[config.mk]
export PLATFORM = sky130hd
export DESIGN_NAME = multicycle_controller
export DESIGN_NICKNAME = d
export VERILOG_FILES = /design/src/rtl/multicycle_pkg.sv /design/src/rtl/multicycle_controller_cond_check.sv /design/src/rtl/multicycle_controller.sv
export SDC_FILE = /design/constraint.sdc
export NUM_CORES = 1
export LEC_CHECK = 0
export ABC_AREA = 1
export CAP_MARGIN = 5
export CORE_UTILIZATION = 29
export CTS_CLUSTER_SIZE = 28
export DETAILED_ROUTE_END_ITERATION = 10
export PLACE_DENSITY = 0.72
export SETUP_SLACK_MARGIN = 0.2
export SLEW_MARGIN = 0
export SYNTH_ARGS = -nofsm -noshare
export SYNTH_HDL_FRONTEND = slang
export SYNTH_SLANG_ARGS = --single-unit
export TNS_END_PERCENT = 10
[constraint.sdc]
create_clock -name clk_i -period 2.15 [get_ports clk_i]
set_clock_uncertainty 0.15 [all_clocks]
set_input_delay 0.43 -clock clk_i [delete_from_list [all_inputs] [get_ports clk_i]]
set_output_delay 0.43 -clock clk_i [all_outputs]
set_load 0.05 [all_outputs]
[src/rtl/multicycle_pkg.sv]
// Shared definitions for the multicycle controller: state encoding and the
// field / control-word encodings used by the sequencer and the condition unit.
package multicycle_pkg;

    typedef enum logic [3:0] {
        FETCH    = 4'd0,
        DECODE   = 4'd1,
        MEMADR   = 4'd2,
        MEMREAD  = 4'd3,
        MEMWB    = 4'd4,
        MEMWRITE = 4'd5,
        EXECUTER = 4'd6,
        EXECUTEI = 4'd7,
        ALUWB    = 4'd8,
        BRANCH   = 4'd9
    } state_t;

    // Instruction op field
    localparam logic [1:0] OP_DP  = 2'b00;
    localparam logic [1:0] OP_MEM = 2'b01;
    localparam logic [1:0] OP_BR  = 2'b10;
    localparam logic [1:0] OP_NOP = 2'b11;

    // Data-processing cmd field (funct[4:1])
    localparam logic [3:0] CMD_AND = 4'b0000;
    localparam logic [3:0] CMD_SUB = 4'b0010;
    localparam logic [3:0] CMD_ADD = 4'b0100;
    localparam logic [3:0] CMD_CMP = 4'b1010;
    localparam logic [3:0] CMD_ORR = 4'b1100;

    // ALU control
    localparam logic [1:0] ALU_ADD = 2'b00;
    localparam logic [1:0] ALU_SUB = 2'b01;
    localparam logic [1:0] ALU_AND = 2'b10;
    localparam logic [1:0] ALU_ORR = 2'b11;

    // Result select
    localparam logic [1:0] RES_ALUOUT = 2'b00;
    localparam logic [1:0] RES_DATA   = 2'b01;
    localparam logic [1:0] RES_ALU    = 2'b10;

    // ALU source B select
    localparam logic [1:0] SRCB_RD2  = 2'b00;
    localparam logic [1:0] SRCB_IMM  = 2'b01;
    localparam logic [1:0] SRCB_FOUR = 2'b10;

    // Condition field
    localparam logic [3:0] COND_EQ = 4'h0;
    localparam logic [3:0] COND_NE = 4'h1;
    localparam logic [3:0] COND_CS = 4'h2;
    localparam logic [3:0] COND_CC = 4'h3;
    localparam logic [3:0] COND_MI = 4'h4;
    localparam logic [3:0] COND_PL = 4'h5;
    localparam logic [3:0] COND_VS = 4'h6;
    localparam logic [3:0] COND_VC = 4'h7;
    localparam logic [3:0] COND_HI = 4'h8;
    localparam logic [3:0] COND_LS = 4'h9;
    localparam logic [3:0] COND_GE = 4'hA;
    localparam logic [3:0] COND_LT = 4'hB;
    localparam logic [3:0] COND_GT = 4'hC;
    localparam logic [3:0] COND_LE = 4'hD;
    localparam logic [3:0] COND_AL = 4'hE;

    // Map a data-processing cmd to an ALU operation; unknown cmds act as ADD.
    function automatic logic [1:0] cmd_to_alu(input logic [3:0] cmd);
        case (cmd)
            CMD_ADD: cmd_to_alu = ALU_ADD;
            CMD_SUB: cmd_to_alu = ALU_SUB;
            CMD_AND: cmd_to_alu = ALU_AND;
            CMD_ORR: cmd_to_alu = ALU_ORR;
            CMD_CMP: cmd_to_alu = ALU_SUB;
            default: cmd_to_alu = ALU_ADD;
        endcase
    endfunction

endpackage

[src/rtl/multicycle_controller_cond_check.sv]
// Condition unit: holds the {N,Z,C,V} flags register and evaluates the
// instruction condition against the current (pre-update) flags.
module cond_check
    import multicycle_pkg::*;
(
    input  logic       clk_i,
    input  logic       rst_i,
    input  logic [3:0] cond_i,
    input  logic [3:0] alu_flags_i,
    input  logic       flag_en_i,
    output logic       condex_o,
    output logic [3:0] flags_o
);

    logic [3:0] flags;
    logic       n, z, c, v;

    assign {n, z, c, v} = flags;
    assign flags_o      = flags;

    // Evaluate the condition field against the stored flags
    always_comb begin
        condex_o = 1'b0;
        case (cond_i)
            COND_EQ: condex_o = z;
            COND_NE: condex_o = !z;
            COND_CS: condex_o = c;
            COND_CC: condex_o = !c;
            COND_MI: condex_o = n;
            COND_PL: condex_o = !n;
            COND_VS: condex_o = v;
            COND_VC: condex_o = !v;
            COND_HI: condex_o = c & !z;
            COND_LS: condex_o = !c | z;
            COND_GE: condex_o = (n == v);
            COND_LT: condex_o = (n != v);
            COND_GT: condex_o = !z & (n == v);
            COND_LE: condex_o = z | (n != v);
            COND_AL: condex_o = 1'b1;
            default: condex_o = 1'b0;
        endcase
    end

    // Flags load only when the executing instruction sets flags and passes
    always_ff @(posedge clk_i) begin
        if (rst_i) begin
            flags <= 4'b0000;
        end else if (flag_en_i && condex_o) begin
            flags <= alu_flags_i;
        end
    end

endmodule

[src/rtl/multicycle_controller.sv]
// Multicycle sequencer: walks the shared-memory datapath through
// fetch/decode/execute/memory/writeback and drives all enables and selects.
// Optional retired-instruction counter enabled by MULTICYCLE_CTRL_PERF_EN.
// state_o and flags_o expose the FSM state and flags register for debug.
module multicycle_controller
    import multicycle_pkg::*;
#(
    parameter int PERF_W = 32
) (
    input  logic              clk_i,
    input  logic              rst_i,
    input  logic [19:0]       instr_i,
    input  logic [3:0]        alu_flags_i,
    output logic              pc_write_o,
    output logic              adr_src_o,
    output logic              mem_write_o,
    output logic              ir_write_o,
    output logic              reg_write_o,
    output logic [1:0]        result_src_o,
    output logic              alu_src_a_o,
    output logic [1:0]        alu_src_b_o,
    output logic [1:0]        alu_control_o,
    output logic [1:0]        imm_src_o,
    output logic [1:0]        reg_src_o,
    output logic [PERF_W-1:0] retired_o,
    output logic [3:0]        state_o,
    output logic [3:0]        flags_o
);

    // instr_i holds instruction bits [31:12]
    logic [3:0] cond;
    logic [1:0] op;
    logic [5:0] funct;
    logic [3:0] rd;
    logic [3:0] cmd;
    logic       unused_instr_bits;

    assign cond  = instr_i[19:16];
    assign op    = instr_i[15:14];
    assign funct = instr_i[13:8];
    assign rd    = instr_i[3:0];
    assign cmd   = funct[4:1];
    assign unused_instr_bits = &{1'b0, instr_i[7:4]};

    state_t state, next_state;
    logic   condex;
    logic   flag_en;
    logic   regw, branch, mem_write_raw, ir_write_raw;
    logic   is_cmp;

    assign state_o = state;

    cond_check u_cond_check (
        .clk_i       (clk_i),
        .rst_i       (rst_i),
        .cond_i      (cond),
        .alu_flags_i (alu_flags_i),
        .flag_en_i   (flag_en),
        .condex_o    (condex),
        .flags_o     (flags_o)
    );

    // State register; reset aborts any instruction in flight
    always_ff @(posedge clk_i) begin
        if (rst_i) begin
            state <= FETCH;
        end else begin
            state <= next_state;
        end
    end

    // Next-state sequencing
    always_comb begin
        next_state = FETCH;
        case (state)
            FETCH:  next_state = DECODE;
            DECODE: begin
                case (op)
                    OP_MEM:  next_state = MEMADR;
                    OP_DP:   next_state = funct[5] ? EXECUTEI : EXECUTER;
                    OP_BR:   next_state = BRANCH;
                    default: next_state = FETCH;
                endcase
            end
            MEMADR:   next_state = funct[0] ? MEMREAD : MEMWRITE;
            MEMREAD:  next_state = MEMWB;
            EXECUTER: next_state = ALUWB;
            EXECUTEI: next_state = ALUWB;
            default:  next_state = FETCH;
        endcase
    end

    // Per-state datapath selects and raw (ungated) enables
    always_comb begin
        adr_src_o     = 1'b0;
        result_src_o  = RES_ALUOUT;
        alu_src_a_o   = 1'b0;
        alu_src_b_o   = SRCB_RD2;
        alu_control_o = ALU_ADD;
        regw          = 1'b0;
        branch        = 1'b0;
        mem_write_raw = 1'b0;
        ir_write_raw  = 1'b0;
        case (state)
            FETCH: begin
                ir_write_raw = 1'b1;
                alu_src_a_o  = 1'b1;
                alu_src_b_o  = SRCB_FOUR;
                result_src_o = RES_ALU;
            end
            DECODE: begin
                // PC+4 again so R15 reads see PC+8
                alu_src_a_o  = 1'b1;
                alu_src_b_o  = SRCB_FOUR;
                result_src_o = RES_ALU;
            end
            MEMADR: begin
                alu_src_b_o   = SRCB_IMM;
                alu_control_o = funct[3] ? ALU_ADD : ALU_SUB;
            end
            MEMREAD: adr_src_o = 1'b1;
            MEMWB: begin
                result_src_o = RES_DATA;
                regw         = 1'b1;
            end
            MEMWRITE: begin
                adr_src_o     = 1'b1;
                mem_write_raw = 1'b1;
            end
            EXECUTER: alu_control_o = cmd_to_alu(cmd);
            EXECUTEI: begin
                alu_src_b_o   = SRCB_IMM;
                alu_control_o = cmd_to_alu(cmd);
            end
            ALUWB: regw = 1'b1;
            BRANCH: begin
                alu_src_b_o  = SRCB_IMM;
                result_src_o = RES_ALU;
                branch       = 1'b1;
            end
            default: ;
        endcase
    end

    // Condition-gated enables; all architectural writes are held off in reset
    always_comb begin
        is_cmp      = (op == OP_DP) && (cmd == CMD_CMP);
        flag_en     = ((state == EXECUTER) || (state == EXECUTEI)) && funct[0];
        reg_write_o = !rst_i && regw && condex && (rd != 4'd15) && !is_cmp;
        pc_write_o  = !rst_i && ((state == FETCH) ||
                                 (condex && (branch || (regw && (rd == 4'd15)))));
        mem_write_o = !rst_i && mem_write_raw && condex;
        ir_write_o  = !rst_i && ir_write_raw;
        imm_src_o   = op;
        reg_src_o   = {op == OP_MEM, op == OP_BR};
    end

`ifdef MULTICYCLE_CTRL_PERF_EN
    logic [PERF_W-1:0] retired;
    logic              retire;

    assign retire = (state == MEMWB) || (state == MEMWRITE) || (state == ALUWB) ||
                    (state == BRANCH) || ((state == DECODE) && (op == OP_NOP));
    assign retired_o = retired;

    // Count every instruction that completes, executed or squashed
    always_ff @(posedge clk_i) begin
        if (rst_i) begin
            retired <= '0;
        end else if (retire) begin
            retired <= retired + {{(PERF_W-1){1'b0}}, 1'b1};
        end
    end
`else
    assign retired_o = '0;
`endif

endmodule

==> results of run 1 <==
[routing by layer]
layer  vias to the layer above  routed length, um
li1                        626                  -
met1                       543               1100
met2                        60               1680
met3                         0                269
met4                         0                  0
met5                         -                  0
[registers in the layout, summed over array words and instances, names as in the netlist]
| signal | count |
|---|---|
| u_cond_check.flags_o | 4 |
| state_o | 4 |
[cells by family after synthesis]
kind of cell           share of synthesized area (%)
DFF                                             15.6
AOI/OAI and AO/OA                               11.2
buffers and inverters                           33.9
and+or+nand+nor                                 39.0
other                                          0.364
[area by class of cell]
class / instances / area share, %
Inverter: 25 / 5.77
Sequential cell: 8 / 9.79
Timing Repair Buffer: 57 / 36.2
Multi-Input combinational cell: 144 / 43.8
Tap cell: 46 / 3.09
Clock buffer: 4 / 1.41
[cells in the final DEF (no fill, tap or decap), types with 11 or more instances in the layout]
| master | netlist | layout |
|---|---|---|
| buf_12 | 0 | 16 |
| buf_4 | 34 | 12 |
| clkdlybuf4s50_1 | 0 | 11 |
| conb_1 | 1 | 32 |
| inv_1 | 23 | 16 |
| nand2_1 | 32 | 25 |
| nand3_1 | 20 | 18 |
| nor2_1 | 28 | 15 |
[worst max-delay path by stage]
stage                                  startpoint           to  slack [ps]
after floorplan           u_cond_check.flags_o[0]  reg_write_o          40
after global placement                instr_i[17]  reg_write_o        -480
after detailed placement              instr_i[17]  reg_write_o        -490
after CTS                             instr_i[16]  reg_write_o         -40
after global routing                  instr_i[16]  reg_write_o        -120
final                                 instr_i[16]  reg_write_o         -40
[power breakdown]
part	internal, mW	switching [mW]	total (mW)
Clock	0.0711	0.0533	0.124
Sequential	0.151	0.0123	0.163
Combinational	0.166	0.334	0.500
[worst max-delay path: cells and delay by family]
kind | cells | cell delay [ps]
buffers and inverters | 3 | 370
AND/OR/NAND/NOR | 9 | 800
[timing repair]
action / 4_1_cts / 5_1_grt
endpoints found under the setup margin: 18 / 9
pin swaps: 16 / 6
resized for setup: 60 / 8
buffers inserted: 2 / 0
hold buffers: 0 / 0
[stage by stage]
step / hold slack (ps) / worst slack (ps) / area (um2) / std cells / TNS [ps]
floorplan: 342 / 42.7 / 1280 / 211 / 0
global placement: 366 / -479 / 1760 / 278 / -1790
detailed placement: 377 / -493 / 1760 / 278 / -2000
CTS: 385 / -36.5 / 1850 / 284 / -64.9
global route: 405 / -115 / 1870 / 284 / -286
finish: 390 / -42.2 / 1870 / 284 / -70.8
==> impl_metrics.py, run 1 <==
metrics = {
    "drt": {
        "postRouteAntennaNets": 0,
        "vias": 1229,
        "wl_per_cell_um": 10.7,
        "routed_wl_um": 3040,
        "drc": 0,
        "drt_iter0_drc": 68,
        "first_pass_iters": 4,
        "via_per_inst": 4.33,
    },
    "yosys": {
        "synth_top_area_share_pct": 24.8,
        "yosys-top-cells-area": "buf_4, dfxtp_1, nand2_1, nor2_1, nand3_1",
        "synth_flop_cell": "dfxtp_1",
        "synth_cells": 180,
        "yosys-top-cells-count": "buf_4, nand2_1, nor2_1, inv_1, nand3_1",
        "async_reset_ff_share_pct": 0,
        "yosysMostFrequentCell": "buf_4",
        "synth_seq_cells": 8,
        "synth_cell_types": 20,
        "synth_warnings": 0,
        "netlist_area_um2": 1030,
        "synth_edf_count": 0,
        "seq_area_frac_synth_pct": 15.6,
        "avgSynthCellArea_um2": 5.72,
        "synth.largest_area_cell": "buf_4",
    },
    "outcome": {
        "run_status": "finished, violations left",
        "violations": "setup timing",
    },
    "timing": {
        "fmax_ghz": 0.456,
        "drv_slew": 0,
        "fin_ws_ps": -42.2,
        "period_share_pct": 102,
        "rsz0062_at_grt": "true",
        "period_minus_slack_ps": 2190,
        "hold_viol": 0,
        "setup_viol": 2,
    },
    "grt": {
        "first_global_vias": 1139,
        "grt_use_met2_pct": 34.7,
        "antenna_found_initial": 0,
        "busiest_layer": "met2",
        "grt_pass1_wl_um": 4910,
        "gr-total-overflow": 0,
        "grt_util_met3_pct": 6.51,
        "use_met1_pct": 18.1,
        "track_usage_pct": 17.5,
        "grt_max_degree": 9,
    },
    "floorplan": {
        "die_h_um": 61.6,
        "core_um2": 3360,
        "pin_count": 82,
        "start_util_pct": 30.6,
        "die_x_um": 61.6,
        "rows": 21,
        "dieArea_um2": 3790,
    },
    "critical_path": {
        "critPathSlowestCell": "buf_12",
        "required_ps": 1570,
        "path_cells": "buf_6, buf_6, nor2_4, nand3_2, nor2_2, nand2_1, nand2_1, nor2_2, nand2_2, nand2_4, nor3_4, buf_12",
        "r2r-start": "u_cond_check.flags_o[1]",
        "max_stage_delay_ps": 160,
        "arrival_ps": 1610,
        "cp_max_fo": 3,
        "reg2reg_slack_ps": 430,
        "r2r_end": "u_cond_check.flags_o[3]",
        "ff2ff_path_depth": 11,
        "worstSetupPathType": "primary input to output pin",
        "start_kind": "primary input",
        "setup.worst_path.end_class": "output pin",
    },
    "final_layout": {
        "drive_gt1_share_pct": 39.1,
        "layout.nets": 265,
        "regArea_um2": 183,
        "diodes": 0,
        "multi_input_area_um2": 817,
        "syn_to_final_growth_pct": 81.2,
        "utilization_pct": 55.5,
        "nFillCells": 340,
    },
    "hold_path": {
        "hp-class": "register to register",
        "holdPathStages": 2,
        "hp-start": "u_cond_check.flags_o[1]",
        "whs_endpoint": "u_cond_check.flags_o[1]",
    },
    "placed_design": {
        "post-dp-hpwl_um": 2390,
        "routabilityCongestion": 0.864,
        "io_buffers": 45,
    },
    "clock_tree": {
        "cts_tree": "built",
        "htree_levels": 1,
        "cts_root_buf": "clkbuf_4",
        "clk_pin_slew_ps": 60,
        "clk_latency_ps": 250,
        "clock-sinks": 8,
        "cts_buffers": 3,
        "cts_buffer_depth": 2,
    },
    "pwr": {
        "power_leakage_nw": 0.895,
        "fin_total_pwr_mw": 0.788,
        "p_per_area_nw_per_um2": 422,
        "irDropWorstVdd_mv": 0.327,
    },
    "job": {
        "cap_violations": 0,
    },
}
Power figures use the tool's default switching activity.
==> inputs of run 2 (changes only) <==
--- a/config.mk
+++ b/config.mk
@@ -11,6 +11,7 @@
 export CTS_CLUSTER_SIZE = 28
 export DETAILED_ROUTE_END_ITERATION = 10
 export PLACE_DENSITY = 0.72
+export REMOVE_ABC_BUFFERS = 1
 export SETUP_SLACK_MARGIN = 0.2
 export SLEW_MARGIN = 0
 export SYNTH_ARGS = -nofsm -noshare
==> run 2 against run 1 <==
Against the previous run:
- the flow now finishes without violations
- final cell count grew 2.1%
- critical path depth shrank 6
- register-to-register slack got worse by 100 ps
- utilization fell by 0.97 points
- sequential power shrank 2%
- combinational power fell by 3%
- total power shrank 4.0%
- setup slack better by 81 ps
- clock power decreased by 10%
- design area is 1.7% lower
- critical path type unchanged
- critical endpoint is now alu_control_o[0]
- largest power group unchanged
==> impl_metrics.py, run 2 (synthesized netlist as in run 1, its figures left out) <==
metrics = {
    "clock_tree": {
        "cts-hold-fix-buffers": 0,
        "cts_root_buf": "clkbuf_4",
        "clock-sinks": 8,
        "cts_buffer_depth": 2,
        "clk_latency_ps": 250,
        "cts_buffers": 3,
        "cts_tree": "built",
        "htree_levels": 1,
        "clk_pin_slew_ps": 50,
    },
    "grt": {
        "first_global_vias": 998,
        "track_usage_pct": 14.3,
        "gr-total-overflow": 0,
        "antenna_found_initial": 0,
        "grt_pass1_wl_um": 4070,
        "grt_max_degree": 9,
    },
    "final_layout": {
        "syn_to_final_growth_pct": 78.0,
        "layout.nets": 272,
        "final_common_cell": "conb_1",
        "drive_gt1_share_pct": 35.2,
        "final_cell_mix": "conb_1, nand2_1, buf_4",
        "diodes": 0,
    },
    "critical_path": {
        "max_stage_delay_ps": 400,
        "path_cells": "dlygate4sd2_1, or3b_4, nand2_1, nand2_1, o21ai_1, clkbuf_16",
        "critPathSlowestCell": "or3b_4",
        "required_ps": 1570,
        "start_kind": "primary input",
        "cp_max_fo": 2,
        "path_common_cell": "nand2_1",
        "arrival_ps": 1530,
        "cp_num_buf_inv": 2,
        "setup.worst_path.end_class": "output pin",
        "crit_family": "simple AND/OR/NAND/NOR gates",
        "worstSetupPathType": "primary input to output pin",
    },
    "floorplan": {
        "die_x_um": 61.6,
        "start_util_pct": 30.6,
        "dieArea_um2": 3790,
        "die_h_um": 61.6,
        "core_um2": 3360,
        "rows": 21,
        "pin_count": 82,
    },
    "pwr": {
        "fin_total_pwr_mw": 0.756,
        "irDropWorstVdd_mv": 0.313,
        "p_per_area_nw_per_um2": 413,
        "power_leakage_nw": 0.935,
    },
    "hold_path": {
        "hp-class": "register to register",
    },
    "drt": {
        "postRouteAntennaNets": 0,
        "first_pass_iters": 4,
        "vias": 1247,
        "wl_per_cell_um": 9.55,
        "via_per_inst": 4.30,
        "routed_wl_um": 2770,
        "drc": 0,
        "drt_iter0_drc": 52,
    },
    "placed_design": {
        "io_buffers": 45,
        "post-dp-hpwl_um": 2200,
        "place_ws_ps": -471,
        "routabilityCongestion": 0.804,
    },
    "timing": {
        "hold_viol": 0,
        "rsz0062_at_grt": "true",
        "maxSlewHeadroom_pct": 66.4,
        "drv_slew": 0,
        "fmax_ghz": 0.474,
        "worstMarginPinSlew_ps": 502,
        "period_minus_slack_ps": 2110,
        "fin_ws_ps": 39.1,
        "setup_viol": 0,
        "period_share_pct": 98.2,
    },
    "outcome": {
        "run_status": "finished, final reports clean",
    },
    "job": {
        "cap_violations": 0,
    },
}
[run 2: what timing repair did]
action / in CTS / in global routing
buffers inserted: 3 / 3
pin swaps: 12 / 11
endpoints found under the setup margin: 14 / 14
gates resized for setup: 43 / 37
[run 2: per-layer routing]
layer / track usage [%] / vias to the layer above / routed length (um)
met3: 3.57 / 0 / 191
li1: - / 636 / -
met2: 28.3 / 50 / 1470
met4: 1.90 / 0 / 0
met1: 15.4 / 561 / 1100
met5: 0 / - / 0
[run 2: path summary, 6_finish.rpt]
| path | cells after the start | startpoint | slack [ps] | to |
|---|---|---|---|---|
| worst max-delay path | 6 | instr_i[9] | 40 | alu_control_o[0] |
| worst min-delay path | 2 | u_cond_check.flags_o[2] | 380 | u_cond_check.flags_o[2] |
| worst max register to register | 10 | u_cond_check.flags_o[0] | 330 | u_cond_check.flags_o[0] |
| worst min register to register | 2 | u_cond_check.flags_o[2] | 380 | u_cond_check.flags_o[2] |
[run 2: where the power goes]
part | switching [mW] | leakage, nW | internal, mW
logic | 0.321 | 0.854 | 0.166
registers | 0.00734 | 0.0678 | 0.151
clock network | 0.0476 | 0.0138 | 0.0637
total | 0.375 | 0.935 | 0.381
[run 2: final cells by class]
| class | instances | area, um2 |
|---|---|---|
| well taps | 46 | 57.6 |
| fillers | 354 | 1530 |
| flip-flops and latches | 8 | 171 |
| clock buffers | 3 | 22.5 |
| repair buffers | 64 | 746 |
| multi-input cells | 144 | 737 |
| inverters | 25 | 98.8 |
[run 2: per-stage QoR]
step / TNS [ps] / hold WS [ps] / instances / instance area, um2 / util [%]
floorplan: -4730 / 349 / 177 / 891 / -
global placement: -1580 / 387 / 281 / 1640 / 48.8
detailed placement: -1850 / 404 / 281 / 1640 / 48.8
CTS: 0 / 393 / 287 / 1720 / 51.0
global route: -74.7 / 412 / 290 / 1830 / 54.5
finish: 0 / 378 / 290 / 1830 / 54.5
[run 2: worst reg2reg max path, delay by kind of cell (launching register included)]
family	cells	cell delay [ps]
buf+inv	4	550
compound gates	3	390
flops	1	360
simple gates	3	260
